<file path="src/rtl/uart_tx.sv">
// 8N1 serial transmitter for the memory-mapped serial port.
// Bytes written by the memory stage queue in a small FIFO and leave LSB first.
module uart_tx #(
  parameter int CLKS_PER_BIT = 434,
  parameter int FIFO_DEPTH   = 4
) (
  input  logic       clk,
  input  logic       rst,
  input  logic       wr_en,
  input  logic [7:0] wr_data,
  output logic       tx_ready,
  output logic       tx_busy,
  output logic       tx
);

  localparam int PW = $clog2(FIFO_DEPTH);
  localparam int CW = PW + 1;
  localparam int BW = (CLKS_PER_BIT > 2) ? $clog2(CLKS_PER_BIT) : 1;

  typedef enum logic [1:0] {IDLE, START, DATA, STOP} state_t;

  state_t          state, state_d;
  logic [BW-1:0]   baud_cnt, baud_d;
  logic [2:0]      bit_idx, bit_d;
  logic [7:0]      shift, shift_d;
  logic            tx_d;
  logic            pop;
  logic            push;
  logic            fifo_empty;
  logic            bit_end;

  logic [7:0]      mem [FIFO_DEPTH];
  logic [PW-1:0]   wr_ptr, rd_ptr;
  logic [CW-1:0]   count;

  assign tx_ready   = (count < CW'(FIFO_DEPTH));
  assign push       = wr_en & tx_ready;
  assign fifo_empty = (count == '0);
  assign bit_end    = (baud_cnt == BW'(CLKS_PER_BIT - 1));

  // Storage is not reset: an empty count makes stale entries unreachable.
  always_ff @(posedge clk) begin
    if (push) begin
      mem[wr_ptr] <= wr_data;
    end
  end

  always_ff @(posedge clk or posedge rst) begin
    if (rst) begin
      wr_ptr <= '0;
      rd_ptr <= '0;
      count  <= '0;
    end else begin
      if (push) begin
        wr_ptr <= wr_ptr + PW'(1);
      end
      if (pop) begin
        rd_ptr <= rd_ptr + PW'(1);
      end
      case ({push, pop})
        2'b10:   count <= count + CW'(1);
        2'b01:   count <= count - CW'(1);
        default: count <= count;
      endcase
    end
  end

  // State register; tx is a flop so the line never glitches.
  always_ff @(posedge clk or posedge rst) begin
    if (rst) begin
      state    <= IDLE;
      baud_cnt <= '0;
      bit_idx  <= '0;
      shift    <= '0;
      tx       <= 1'b1;
    end else begin
      state    <= state_d;
      baud_cnt <= baud_d;
      bit_idx  <= bit_d;
      shift    <= shift_d;
      tx       <= tx_d;
    end
  end

  // Next state; STOP reloads straight into START so queued bytes leave gap-free.
  always_comb begin
    state_d = state;
    baud_d  = baud_cnt;
    bit_d   = bit_idx;
    shift_d = shift;
    pop     = 1'b0;
    case (state)
      IDLE: begin
        if (!fifo_empty) begin
          pop     = 1'b1;
          shift_d = mem[rd_ptr];
          baud_d  = '0;
          state_d = START;
        end
      end
      START: begin
        if (bit_end) begin
          baud_d  = '0;
          bit_d   = '0;
          state_d = DATA;
        end else begin
          baud_d = baud_cnt + BW'(1);
        end
      end
      DATA: begin
        if (bit_end) begin
          baud_d  = '0;
          shift_d = {1'b0, shift[7:1]};
          bit_d   = bit_idx + 3'd1;
          if (bit_idx == 3'd7) begin
            state_d = STOP;
          end
        end else begin
          baud_d = baud_cnt + BW'(1);
        end
      end
      STOP: begin
        if (bit_end) begin
          baud_d = '0;
          if (!fifo_empty) begin
            pop     = 1'b1;
            shift_d = mem[rd_ptr];
            state_d = START;
          end else begin
            state_d = IDLE;
          end
        end else begin
          baud_d = baud_cnt + BW'(1);
        end
      end
      default: begin
        state_d = IDLE;
        baud_d  = '0;
      end
    endcase
  end

  // Outputs; the line value is computed from the upcoming state.
  always_comb begin
    tx_d = 1'b1;
    case (state_d)
      START:   tx_d = 1'b0;
      DATA:    tx_d = shift_d[0];
      default: tx_d = 1'b1;
    endcase
    tx_busy = (state != IDLE) | (count != '0);
  end

endmodule
</file>
<file path="config.mk">
export PLATFORM = sky130hd
export DESIGN_NAME = uart_tx
export DESIGN_NICKNAME = d
export VERILOG_FILES = /design/src/rtl/uart_tx.sv
export SDC_FILE = /design/constraint.sdc
export NUM_CORES = 1
export LEC_CHECK = 0
export ABC_CLOCK_PERIOD_IN_PS = 5300
export CAP_MARGIN = 20
export CORE_MARGIN = 3
export CORE_UTILIZATION = 50
export CTS_CLUSTER_SIZE = 10
export DETAILED_ROUTE_END_ITERATION = 8
export PLACE_DENSITY = 0.72
export RECOVER_POWER = 25
export SLEW_MARGIN = 20
export SYNTH_ARGS = -nofsm -noshare
export SYNTH_HDL_FRONTEND = slang
export SYNTH_SLANG_ARGS = --single-unit
</file>
<file path="constraint.sdc">
create_clock -name clk -period 5.3 [get_ports clk]
set_input_delay 0.53 -clock clk [delete_from_list [all_inputs] [get_ports clk]]
set_output_delay 0.53 -clock clk [all_outputs]
set_load 0.1 [all_outputs]
</file>
==> metrics.cfg, run 1 <==
[drt]
via_per_inst=5.51
wl_per_cell_microns=16.0
totalWireLength_mm=5.19
ant_nets=0
drtPass1Iterations=4
route.vias.total=1786
drt_iter0_drc=89
post-route-drc-count=0

[synthesis]
syn_nets=254
ys_warn_count=0
syn_inst=228
synthFlopType=edfxtp_1
syn_area_per_cell_sq_um=12.9
synth_edf_count=32
ys_seq_area_share_pct=58.1
syn-cell-area_sq_mm=0.00295
ys_types=42
yosysTopAreaCellShare_pct=32.6
ys_async_sr_fraction_pct=48.4
yosys.area.top_type=edfxtp_1
synth_area_leaders=edfxtp_1, dfrtp_1, mux4_2, ha_1, o21ai_0
ys_seq_elements=62

[floorplan]
rows=27
dieArea_sq_mm=0.00686
die_w_microns=82.8
initial_utilization_pct=52.6
coreArea_sq_mm=0.00561
die_h_microns=82.8
pin_count=14

[cts]
clk_path_buf_depth=2
hold_buffers=0
cts_max_level=3
clk_latency_ns=0.34
cts-buffers-inserted=9
post_cts_buffers=0
cts_resized=0
clkSlewWorstSetupHoldPaths_ns=0.07
root_buffer=clkbuf_8
cts_tree=yes
cts_sinks=62

[power]
p_per_area_mw_per_mm2=501
p_leak_nw=1.35
p_total_mw=1.68
vdd_drop_max_v=0.000295

[placement]
port_buffers=13
place_area_sq_mm=0.00315
place_hpwl_mm=3.49
gp_congestion=0.814
placedCellCount=308

[worst_setup_path]
worst_setup_path_end_kind=output pin
crit_arrival_ns=2.73
worstSetupStartpointType=flip-flop
worstSetupPathType=flip-flop to output pin
worst_ep_required_time_ns=4.77
crit_fanout=7

[grt]
grt_pass1_vias=1791
antenna_found_initial=0
track_usage_pct=16.7
grt-ovfl-total=0
grt_pass1_wl_mm=8.95
grt_max_degree=31

[outcome]
violations=max-capacitance violations, max-slew violations
status=complete, but fails checks

[worst_hold_path]
hold_class=flip-flop to flip-flop

[final_layout]
syn2layout_area_growth_pct=13.5
nets=273
layout.cells.non_filler=324
final_area_sq_mm=0.00335
antenna_cells=0
fillers=469
final_layout_size_suffix_gt1_share_pct=12.7

[sta]
min_period_over_period_pct=61.4
tightest_slew_ns=1.62
final_hold_viol_count=0
timing.setup.tns_ns=0
fmax_ghz=0.307
relSlewSlack_pct=-8.20
fin_skew_ns=0.00857
drv_slew=31
rsz0062_at_grt=no
setup_violations=0
fin_crit_ns=3.26

[flow_run]
drv_cap=1

[cell usage in the layout (no fill, tap or decap), types with 2 or more instances in the layout]
| cell | synthesis | routed |
|---|---|---|
| o21ai_1 | 2 | 2 |
| inv_1 | 14 | 14 |
| nand3_1 | 2 | 2 |
| a21oi_1 | 2 | 2 |
| a31oi_1 | 3 | 3 |
| xnor2_1 | 5 | 5 |
| a22o_1 | 9 | 9 |
| clkbuf_8 | 0 | 9 |
| mux4_2 | 8 | 8 |
| edfxtp_1 | 32 | 32 |
| o21ai_0 | 24 | 24 |
| xor2_1 | 2 | 2 |
| and4_1 | 2 | 2 |
| nand4_1 | 3 | 3 |
| nor2_1 | 6 | 6 |
| o22ai_1 | 2 | 2 |
| a21o_1 | 2 | 2 |
| mux2i_1 | 7 | 7 |
| ha_1 | 14 | 14 |
| nand2_1 | 24 | 24 |
| dlygate4sd3_1 | 0 | 9 |
| dfrtp_1 | 29 | 29 |
| clkinv_4 | 0 | 2 |
| and3_1 | 7 | 7 |
| clkinvlp_4 | 0 | 3 |
| clkdlybuf4s50_1 | 0 | 4 |
| and2_1 | 5 | 5 |
[registers in the layout (all words and copies together), names as in the netlist]
| name | cells |
|---|---|
| baud_cnt | 9 |
| bit_idx | 3 |
| count | 3 |
| mem | 32 |
| rd_ptr | 2 |
| shift | 8 |
| state | 2 |
| tx | 1 |
| wr_ptr | 2 |
[Yosys cell counts, types with 3 or more instances]
| master | instances |
|---|---|
| o21ai_0 | 24 |
| a22o_1 | 9 |
| nand4_1 | 3 |
| inv_1 | 14 |
| ha_1 | 14 |
| edfxtp_1 | 32 |
| clkbuf_1 | 4 |
| and3_1 | 7 |
| xnor2_1 | 5 |
| nand2_1 | 24 |
| mux4_2 | 8 |
| and2_1 | 5 |
| nor2_1 | 6 |
| mux2i_1 | 7 |
| a31oi_1 | 3 |
| dfrtp_1 | 29 |
[power by group]
group	internal (mW)	switching, mW
logic	0.229	0.323
registers	0.616	0.0995
clock network	0.217	0.194
total	1.06	0.616
[layout make-up]
type / instances / area [sq um] / share of cell area [%]
inverters: 14 / 52.6 / 1.57
clock inverters: 7 / 75.1 / 2.24
repair buffers: 14 / 134 / 4.00
multi-input cells: 146 / 1160 / 34.6
flip-flops and latches: 62 / 1710 / 51.2
clock buffers: 9 / 124 / 3.70
well taps: 72 / 90.1 / 2.69
[critical path: stages, from the launching register on]
cell and delay, ns:
dfrtp_1 0.42, nor3_1 0.53, and2_1 0.30, inv_1 0.14, clkdlybuf4s50_1 0.99
[final timing paths]
| check | slack, ns | cells after the start | to | from |
|---|---|---|---|---|
| max | 2.04 | 4 | tx_busy | count[2]$_DFFE_PP0P_ |
| min | 0.49 | 2 | shift[0]$_DFF_PP0_ | shift[0]$_DFF_PP0_ |
| max reg2reg | 2.57 | 11 | count[2]$_DFFE_PP0P_ | baud_cnt[1]$_DFFE_PP0P_ |
| min reg2reg | 0.49 | 2 | shift[0]$_DFF_PP0_ | shift[0]$_DFF_PP0_ |
| max in group asynchronous | 3.17 | 3 | baud_cnt[3]$_DFFE_PP0P_ | rst |
| min in group asynchronous | 1.18 | 3 | wr_ptr[1]$_DFFE_PP0P_ | rst |
[stage by stage]
step	setup WS, ns	util [%]	hold slack [ns]
final	2.04	59.7	0.493
after global placement	2.51	56.2	0.462
after detailed placement	2.45	56.2	0.474
after global routing	1.93	59.7	0.529
after CTS	2.03	59.8	0.491
after floorplan	2.86	-	0.439
[kinds of logic (layout without fill, tap and decap cells)]
kind of cell | Yosys count | after routing | share of synthesized area, %
buffers and inverters | 20 | 44 | 2.63
adders and majority gates | 15 | 15 | 6.62
AOI/OAI and AO/OA | 51 | 51 | 11.2
xor gates and xnor gates | 7 | 7 | 2.08
and+or+nand+nor | 58 | 58 | 10.9
DFF | 62 | 62 | 58.1
muxes | 15 | 15 | 8.48
[per-layer routing]
metal  global-route usage, %  up-vias  wire [microns]
met5                       0        -               0
met4                    8.02        0             110
met3                    3.87       10             146
met2                    25.7       20            2500
met1                    22.4      871            2430
li1                        -      885               -
(Power assumes the default switching activity.)
==> run 2, diff against run 1 <==
Settings changed: ABC_CLOCK_PERIOD_IN_PS 5300 to 2800, PLACE_DENSITY 0.72 to 0.75.
Clock period 5.3 ns to 2.8 ns, I/O delays scaled along.
==> run 2 against run 1 <==
First-iteration DRC count rose by 51%. The flow still finishes with violations (max-capacitance violations, max-slew violations). Via count is 2.1% higher. Non-clock buffer count rose by 1. Wire length up 1.7%. Sequential cell count unchanged. Global-route usage up 0.12 points. Largest power group unchanged. Cell area grew 0.64%. Setup slack worse by 1.7 ns. Register-to-register slack worse by 2.2 ns. Critical endpoint is now count[2]$_DFFE_PP0P_. Critical path depth is 5 higher. Count of clock-buffer cells in the layout unchanged. Final cell count up 0.31%. Largest cell class unchanged.
==> metrics.cfg, run 2 (same netlist as run 1, synthesis figures left out) <==
[floorplan]
initial_utilization_pct=52.6
die_w_microns=82.8
coreArea_sq_mm=0.00561
pin_count=14
rows=27
dieArea_sq_mm=0.00686
die_h_microns=82.8

[worst_setup_path]
worst_ep_required_time_ns=3.06
max_stage_delay_ns=0.45
worst_setup_path_end_kind=flip-flop
slowest_stage=dfrtp_1
reg2reg_slack_ns=0.32
worstSetupPathType=flip-flop to flip-flop
crit_arrival_ns=2.74
worstRegToRegCells=9
crit_fanout=6
crit_path_start=baud_cnt[3]$_DFFE_PP0P_
reg2reg_to=count[2]$_DFFE_PP0P_
worstSetupStartpointType=flip-flop
r2r_start=baud_cnt[3]$_DFFE_PP0P_
path_cells=nor4b_4 > a31oi_1 > nor3_2 > ha_1 > inv_1 > fa_1 > xor2_1 > nor2_1 > xnor2_1

[final_layout]
antenna_cells=0
final_layout_size_suffix_gt1_share_pct=13.8
final_cell_mix=edfxtp_1, dfrtp_1, o21ai_0, nand2_1
largest_reg_flops=32
final_area_sq_mm=0.00337
syn2layout_area_growth_pct=14.2
fillers=454
max_flop_register=mem
top_regs=mem: 32 flops, baud_cnt: 9 flops, shift: 8 flops
layout.cells.non_filler=325
finalCoreUtilization_pct=60.1
nets=274
final_common_cell=edfxtp_1

[drt]
wl_per_cell_microns=16.2
drt_iter0_drc=134
post-route-drc-count=0
drtPass1Iterations=4
ant_nets=0
route.vias.total=1824
totalWireLength_mm=5.28
via_per_inst=5.61

[grt]
grt_pass1_vias=1897
grt_pass1_wl_mm=9.25
grt_max_degree=31
antenna_found_initial=0
track_usage_pct=16.8
grt-ovfl-total=0

[cts]
cts_max_level=3
clk_path_buf_depth=2
cts_resized=0
root_buffer=clkbuf_8
clk_latency_ns=0.33
cts-buffers-inserted=9
clkSlewWorstSetupHoldPaths_ns=0.08
hold_buffers=0
cts_sinks=62
post_cts_buffers=0
cts_tree=yes

[power]
p_leak_nw=1.37
p_comb_share_pct=31.8
clkPwrFrac_pct=26.7
intPower_mw=2.11
p_switching_mw=1.16
p_per_area_mw_per_mm2=970
p_total_mw=3.27
vdd_drop_max_v=0.000519
pwr-share-seq_pct=41.5
swShare_pct=35.5

[sta]
tightest_slew_ns=1.59
rsz0062_at_grt=no
timing.setup.tns_ns=0
setup_violations=0
relSlewSlack_pct=-5.69
fin_crit_ns=2.48
fmax_ghz=0.404
final_hold_viol_count=0
setup_ws_ns=0.322
fin_skew_ns=0.00941
drv_slew=31
min_period_over_period_pct=88.5
hold_ws_ns=0.483

[placement]
gp_congestion=0.822
port_buffers=13
place_area_sq_mm=0.00315
placedCellCount=309
pre_cts_ws_ns=0.368
place_hpwl_mm=3.68

[outcome]
status=complete, but fails checks
violations=max-capacitance violations, max-slew violations

[flow_run]
drv_cap=1

[worst_hold_path]
hold_end=shift[0]$_DFF_PP0_
min_path_cells=2
hold_class=flip-flop to flip-flop
min_from=shift[0]$_DFF_PP0_

-- run 2: cell count changes in the layout (fill, tap and decap cells not counted) --
cell             delta
dlygate4sd3_1       -4
clkdlybuf4s50_1     +1
inv_6               +2
bufinv_16           +1
clkinv_2            -1
buf_4               +4
clkinv_4            -2
clkinv_1            +1
clkinvlp_4          -1
-- run 2: cell type report --
| cell class | instances | area, sq um | area share [%] |
|---|---|---|---|
| well taps | 72 | 90.1 | 2.67 |
| repair buffers | 15 | 134 | 3.97 |
| clock buffers | 9 | 124 | 3.68 |
| clock inverters | 7 | 96.3 | 2.86 |
| multi-input cells | 146 | 1160 | 34.4 |
| inverters | 14 | 52.6 | 1.56 |
| flip-flops and latches | 62 | 1710 | 50.8 |
-- run 2: worst max path at each step --
| stage | to | slack, ns | cells after the start |
|---|---|---|---|
| 2_1_floorplan | count[2]$_DFFE_PP0P_ | 0.36 | 12 |
| 3_3_place_gp | count[2]$_DFFE_PP0P_ | 0.45 | 11 |
| 3_5_place_dp | count[2]$_DFFE_PP0P_ | 0.37 | 11 |
| 4_1_cts | count[2]$_DFFE_PP0P_ | 0.33 | 11 |
| 5_1_grt | count[2]$_DFFE_PP0P_ | 0.1 | 11 |
| 6_report | count[2]$_DFFE_PP0P_ | 0.32 | 9 |
-- run 2: power groups by stage --
| stage | combinational [mW] | sequential, mW | clock, mW |
|---|---|---|---|
| floorplan | 0.840 | 1.33 | 0 |
| global placement | 1.01 | 1.36 | 0 |
| detailed placement | 1.04 | 1.38 | 0 |
| CTS | 1.05 | 1.36 | 0.890 |
| global route | 1.15 | 1.39 | 0.928 |
| finish | 1.04 | 1.35 | 0.873 |
-- run 2: metal layers --
metal	vias to the layer above	part of all wire, %	GRT usage, %
li1	888	-	-
met1	878	45	23.3
met2	49	49	26.8
met3	9	3.8	2.98
met4	0	1.4	6.09
met5	-	0	0
-- run 2: worst max-delay path, delay by kind of cell, from the launching register on --
family	cells	cell delay, ns
flip-flops	1	0.45
buffers and inverters	1	0.07
adder cells (fa/ha/maj)	2	0.63
AO/OA/AOI/OAI	1	0.19
AND/OR/NAND/NOR	3	0.78
XOR/XNOR	2	0.28
